--- src/rtl/CacheTypes.sv ---
// Shared cache-port types.
//   CacheIF_t      : request presented to one cache bank arbiter input
//                    (ce active-low, we active-low write enable).
//   CacheReq_t     : queued client request {we, addr, data, wm, tag}.
//   CACHE_READ_LAT : cycles from arbiter grant to read data on the port.
package CacheTypes;

  localparam int CACHE_ADDR_WIDTH = 32;
  localparam int CACHE_DATA_WIDTH = 32;
  localparam int CACHE_TAG_WIDTH  = 4;
  localparam int CACHE_READ_LAT   = 2;

  typedef struct packed {
    logic                            ce;
    logic                            we;
    logic [CACHE_ADDR_WIDTH-1:0]     addr;
    logic [CACHE_DATA_WIDTH-1:0]     data;
    logic [CACHE_DATA_WIDTH/8-1:0]   wm;
  } CacheIF_t;

  typedef struct packed {
    logic                            we;
    logic [CACHE_ADDR_WIDTH-1:0]     addr;
    logic [CACHE_DATA_WIDTH-1:0]     data;
    logic [CACHE_DATA_WIDTH/8-1:0]   wm;
    logic [CACHE_TAG_WIDTH-1:0]      tag;
  } CacheReq_t;

endpackage

--- src/rtl/cache_req_fifo.sv ---
// Register FIFO of CacheReq_t entries.
//   clk, rst     : clock, synchronous active-high reset
//   push_i       : write push_data_i (ignored while full)
//   push_data_i  : entry to enqueue
//   pop_i        : drop the head entry (ignored while empty)
//   head_o       : current head slot (driven even when empty)
//   full_o       : DEPTH entries held
//   empty_o      : no entries held
module cache_req_fifo
  import CacheTypes::*;
#(
  parameter int DEPTH = 4
) (
  input  logic      clk,
  input  logic      rst,
  input  logic      push_i,
  input  CacheReq_t push_data_i,
  input  logic      pop_i,
  output CacheReq_t head_o,
  output logic      full_o,
  output logic      empty_o
);

  localparam int PTR_W = $clog2(DEPTH);
  localparam int CNT_W = $clog2(DEPTH + 1);

  logic [PTR_W-1:0] wptr_q, wptr_d;
  logic [PTR_W-1:0] rptr_q, rptr_d;
  logic [CNT_W-1:0] count_q, count_d;
  CacheReq_t        mem_q [DEPTH];
  logic             do_push;
  logic             do_pop;

  // A push while full is dropped even if the head is popped this cycle.
  assign full_o  = (count_q == CNT_W'(DEPTH));
  assign empty_o = (count_q == '0);
  assign do_push = push_i && !full_o;
  assign do_pop  = pop_i && !empty_o;
  assign head_o  = mem_q[rptr_q];

  // Next-state pointers and occupancy.
  always_comb begin
    wptr_d  = wptr_q;
    rptr_d  = rptr_q;
    count_d = count_q;
    if (do_push) begin
      wptr_d = wptr_q + PTR_W'(1);
    end else begin
      wptr_d = wptr_q;
    end
    if (do_pop) begin
      rptr_d = rptr_q + PTR_W'(1);
    end else begin
      rptr_d = rptr_q;
    end
    case ({do_push, do_pop})
      2'b10:   count_d = count_q + CNT_W'(1);
      2'b01:   count_d = count_q - CNT_W'(1);
      default: count_d = count_q;
    endcase
  end

  // State registers; storage is cleared so an empty head never shows X.
  always_ff @(posedge clk) begin
    if (rst) begin
      wptr_q  <= '0;
      rptr_q  <= '0;
      count_q <= '0;
      for (int i = 0; i < DEPTH; i++) begin
        mem_q[i] <= '0;
      end
    end else begin
      wptr_q  <= wptr_d;
      rptr_q  <= rptr_d;
      count_q <= count_d;
      if (do_push) begin
        mem_q[wptr_q] <= push_data_i;
      end
    end
  end

endmodule

--- src/rtl/cache_port_queue.sv ---
// Per-client request queue in front of one cache bank arbiter port.
//   clk, rst      : clock, synchronous active-high reset
//   IN_valid / OUT_ready : client request handshake (OUT_ready = !full)
//   IN_we, IN_addr, IN_data, IN_wm, IN_tag : request fields (we: 0 = write)
//   OUT_port      : head request to arbiter (ce active-low, retried until granted)
//   IN_portReady  : same-cycle grant of the presented request
//   IN_portRData  : read data, CACHE_READ_LAT cycles after grant
//   OUT_rvalid, OUT_rdata, OUT_rtag : registered one-cycle read return
// The widths must match the CacheTypes constants that size the structs.
module cache_port_queue
  import CacheTypes::*;
#(
  parameter int DEPTH      = 4,
  parameter int ADDR_WIDTH = CACHE_ADDR_WIDTH,
  parameter int DATA_WIDTH = CACHE_DATA_WIDTH,
  parameter int TAG_WIDTH  = CACHE_TAG_WIDTH
) (
  input  logic                    clk,
  input  logic                    rst,
  input  logic                    IN_valid,
  output logic                    OUT_ready,
  input  logic                    IN_we,
  input  logic [ADDR_WIDTH-1:0]   IN_addr,
  input  logic [DATA_WIDTH-1:0]   IN_data,
  input  logic [DATA_WIDTH/8-1:0] IN_wm,
  input  logic [TAG_WIDTH-1:0]    IN_tag,
  output CacheIF_t                OUT_port,
  input  logic                    IN_portReady,
  input  logic [DATA_WIDTH-1:0]   IN_portRData,
  output logic                    OUT_rvalid,
  output logic [DATA_WIDTH-1:0]   OUT_rdata,
  output logic [TAG_WIDTH-1:0]    OUT_rtag
);

  localparam int LAT = CACHE_READ_LAT;

  CacheReq_t            push_req;
  CacheReq_t            head;
  logic                 full;
  logic                 empty;
  logic                 grant;

  logic [LAT-1:0]       trk_vld_q, trk_vld_d;
  logic [TAG_WIDTH-1:0] trk_tag_q [LAT];
  logic [TAG_WIDTH-1:0] trk_tag_d [LAT];
  logic                 rvalid_q, rvalid_d;
  logic [DATA_WIDTH-1:0] rdata_q, rdata_d;
  logic [TAG_WIDTH-1:0] rtag_q, rtag_d;

  assign push_req = '{we: IN_we, addr: IN_addr, data: IN_data, wm: IN_wm, tag: IN_tag};

  cache_req_fifo #(
    .DEPTH(DEPTH)
  ) u_fifo (
    .clk        (clk),
    .rst        (rst),
    .push_i     (IN_valid),
    .push_data_i(push_req),
    .pop_i      (grant),
    .head_o     (head),
    .full_o     (full),
    .empty_o    (empty)
  );

  assign OUT_ready = !full;
  assign grant     = !empty && IN_portReady;

  // Head fields always come from the head slot, even when nothing is presented.
  assign OUT_port = '{ce: empty, we: head.we, addr: head.addr, data: head.data, wm: head.wm};

  // Read tracking shift pipeline and return capture.
  always_comb begin
    trk_vld_d    = trk_vld_q;
    trk_tag_d    = trk_tag_q;
    trk_vld_d[0] = grant && head.we;
    trk_tag_d[0] = head.tag;
    for (int i = 1; i < LAT; i++) begin
      trk_vld_d[i] = trk_vld_q[i-1];
      trk_tag_d[i] = trk_tag_q[i-1];
    end
    rvalid_d = trk_vld_q[LAT-1];
    if (trk_vld_q[LAT-1]) begin
      rdata_d = IN_portRData;
      rtag_d  = trk_tag_q[LAT-1];
    end else begin
      rdata_d = rdata_q;
      rtag_d  = rtag_q;
    end
  end

  // Tracking and return registers; reset drops any read still in flight.
  always_ff @(posedge clk) begin
    if (rst) begin
      trk_vld_q <= '0;
      for (int i = 0; i < LAT; i++) begin
        trk_tag_q[i] <= '0;
      end
      rvalid_q <= 1'b0;
      rdata_q  <= '0;
      rtag_q   <= '0;
    end else begin
      trk_vld_q <= trk_vld_d;
      trk_tag_q <= trk_tag_d;
      rvalid_q  <= rvalid_d;
      rdata_q   <= rdata_d;
      rtag_q    <= rtag_d;
    end
  end

  assign OUT_rvalid = rvalid_q;
  assign OUT_rdata  = rdata_q;
  assign OUT_rtag   = rtag_q;

endmodule

--- config.mk ---
export PLATFORM = sky130hd
export DESIGN_NAME = cache_port_queue
export DESIGN_NICKNAME = d
export VERILOG_FILES = /design/src/rtl/CacheTypes.sv /design/src/rtl/cache_req_fifo.sv /design/src/rtl/cache_port_queue.sv
export SDC_FILE = /design/constraint.sdc
export NUM_CORES = 1
export LEC_CHECK = 0
export BUFFER_PORTS_ARGS = -buffer_cell sky130_fd_sc_hd__buf_4
export CAP_MARGIN = 15
export CORE_MARGIN = 8
export CORE_UTILIZATION = 55
export DETAILED_ROUTE_END_ITERATION = 16
export GPL_TIMING_DRIVEN = 0
export PLACE_DENSITY = 0.82
export SYNTH_ARGS = -nofsm -noshare
export SYNTH_HDL_FRONTEND = slang
export SYNTH_HIERARCHICAL = 1
export SYNTH_SLANG_ARGS = --single-unit
--- constraint.sdc ---
create_clock -name clk -period 12.5 [get_ports clk]
set_clock_uncertainty 0.15 [all_clocks]
set_input_delay 2.5 -clock clk [delete_from_list [all_inputs] [get_ports clk]]
set_output_delay 2.5 -clock clk [all_outputs]
set_load 0.01 [all_outputs]
==> flow_summary.toml <==
[floorplan]
fp.dieW_um = 179
core_um2 = 26000
start_util = 0.560
die_area_um2 = 31900
rows = 59
ios = 217
die-height_um = 179

[global_route]
use_met2 = 0.337
grt_util_met1 = 0.235
antenna_found_initial = 2
grt_pass1_wl_um = 47100
met3_usage = 0.0527
grt_busiest_layer = "met2"
overflow = 0
grt_max_degree = 52
grt_usage = 0.193
grt_pass1_vias = 8664

[routing]
drcViolationCount = 0
avgViaCountPerCell = 5.33
vias = 8112
dr.first_iter.drc_count = 478
drtPass1Iterations = 5
drt.antenna.violating_nets = 0
routedWlPerCell_um = 20.4
wl_um = 31100

[yosys]
synth_top_flop_cell = "edfxtp_1"
synth_edf_count = 292
yosys-top-cells-area = "edfxtp_1 (60%), and2_1 (13%), mux4_2 (11%), dfxtp_1 (7.7%), mux2i_1 (2.5%)"
syn_area_per_cell_um2 = 16.2
synth_common_cells = "and2_1 (292), edfxtp_1 (292), mux4_2 (73)"
yosysWarnings = 6
yosys.area_share.simple = 0.151
synth_top_area_share = 0.603
synth_xor_area_frac = 0.00181
syn_nets = 1010
synth_compound_area_frac = 0.00413
ys_async_sr_fraction = 0
yosysTopAreaCell = "edfxtp_1"
synth_seq_cells = 348
synth.distinct_cells = 33
syn_inst = 899
synth-seq-area-share = 0.680
synth_top_family_by_area = "simple AND/OR/NAND/NOR gates"
netlist_area_um2 = 14500
synthAdderAreaFrac = 0.00224
muxShareOfSynthArea = 0.139

[power]
p_total_w = 0.00283
ir_worst_vdd_uv = 111
pwr_density_cell_nw_per_um2 = 158
clockPowerShare = 0.340
power.switching_w = 0.000672
intPower_w = 0.00216
leakagePower_nw = 6.91
swShare = 0.237
power_frac_comb = 0.171
power.share.sequential = 0.489

[sta]
finalCritPeriodShare = 0.417
hold_ws_ns = 0.290
drv_slew = 0
rsz0062_at_grt = "no"
relSlewSlack = 0.327
finalHoldViolCount = 0
period_minus_slack_ns = 5.22
setup_ws_ns = 7.28
fmax_mhz = 192
worst_pin_slew_ns = 1.00
setup_viol = 0

[outcome]
status = "complete, no violations"

[worst_setup_path]
cp-end-kind = "output pin"
start_kind = "register"
crit_required_ns = 9.85
path_max_fanout = 10
cp.arrival_ns = 2.57
crit_type = "reg2out"

[min_path]
hp-class = "reg2reg"

[placed_design]
port_buffers = 216
dpl_cell_area_um2 = 16900
gp_congestion = 0.751
place_ws_ns = 7.77
dp_hpwl_um = 20800

[cts]
cts_tree = "built"
ctsResizeCount = 0
post_cts_buffers = 0
cts-hold-fix-buffers = 0
clock_latency_ns = 0.50
clk_path_buf_depth = 3
root_buffer = "clkbuf_16"
numCtsBuffers = 36
clk_pin_slew_ns = 0.06
htree_levels = 2
clkSinkCount = 348

[layout]
finalInstanceArea_um2 = 17900
diodes = 0
drive_above_1_share = 0.322
nNetsFinal = 1274
areaGrowthSynthToFinish_pct = 23.2
final.fill_count = 1780

[run]
cap_violations = 0
==> critical path, cell delays in order (launching register included) <==
cell and delay [ns]:
dfxtp_1 0.30, clkbuf_1 0.60, clkbuf_1 0.57, mux4_2 0.44
buf_4 0.17
==> placed cells by master (no fill, tap or decap), types with 2 or more instances in the layout <==
master     count
clkbuf_8       3
buf_2         23
nand2b_1       2
dfxtp_1       56
inv_1          7
buf_16         6
buf_12         4
buf_4        218
clkinv_2       4
buf_8          3
clkbuf_1      32
or3_1          2
a21oi_1        3
nor2_1        43
nor2b_1       12
clkbuf_16     37
xor2_1         3
o21ai_0        2
clkinv_1      13
mux4_2        73
edfxtp_1     292
mux2i_1       36
and2_1       292
nand2_1        3
==> cell type report <==
cell class / instances / area [um2] / area share
plain buffers: 57 / 307 / 0.0171
clock inverters: 19 / 82.6 / 0.00461
inverters: 7 / 26.3 / 0.00147
repair buffers: 226 / 1850 / 0.103
well taps: 335 / 419 / 0.0234
multi-input cells: 487 / 4360 / 0.243
flip-flops and latches: 348 / 9890 / 0.552
clock buffers: 44 / 982 / 0.0548
==> through the flow <==
| step | cells | setup TNS (ns) | utilization |
|---|---|---|---|
| 4_1_cts | 1523 | 0 | 0.690 |
| 6_report | 1523 | 0 | 0.690 |
| 3_5_place_dp | 1460 | 0 | 0.649 |
| 3_3_place_gp | 1450 | -38.62 | 0.638 |
| 2_1_floorplan | 899 | 0 | - |
| 5_1_grt | 1523 | 0 | 0.690 |
==> routing by layer <==
| metal | part of all wire | vias up | wire, um |
|---|---|---|---|
| met4 | 0.016 | 4 | 500 |
| met3 | 0.085 | 44 | 2640 |
| met2 | 0.50 | 274 | 15600 |
| met1 | 0.40 | 3995 | 12400 |
| li1 | - | 3795 | - |
| met5 | 0.00074 | - | 23 |
==> worst paths after layout <==
kind / from / endpoint / slack, ns / cells past startpoint
worst max-delay path: register / OUT_port[55] / 7.28 / 4
worst min-delay path: trk_tag_d[1] / trk_tag_q[1] / 0.29 / 1
worst max register to register: u_fifo/count_q[2] / u_fifo/count_q[2] / 9.76 / 8
worst min register to register: trk_tag_d[1] / trk_tag_q[1] / 0.29 / 1
==> state kept, by name, summed over array words and instances (netlist names), named ones only <==
register	count
u_fifo/mem_q	292
u_fifo/count_q	3
trk_tag_d	4
u_fifo/wptr_q	2
trk_vld_q	2
OUT_rvalid	1
OUT_rdata	32
OUT_rtag	4
u_fifo/rptr_q	2
trk_tag_q	4
==> cell families (layout without fill, tap and decap cells) <==
kind of cell    after synthesis  count (layout)
compound gates               10              10
fa+ha+maj                     2               2
simple gates                362             362
xor+xnor                      3               3
flops                       348             348
mux                         110             110
buf+inv                      64             353
==> power by group through the flow <==
stage          Sequential [W]  Combinational (W)  Clock, W
6_report              0.00138           0.000484  0.000963
5_1_grt               0.00139           0.000522   0.00103
4_1_cts               0.00138           0.000495  0.000985
3_5_place_dp          0.00141           0.000492         0
3_3_place_gp          0.00142           0.000472         0
2_1_floorplan         0.00141           0.000280         0
Note: power is estimated with default switching activity, not from simulation.
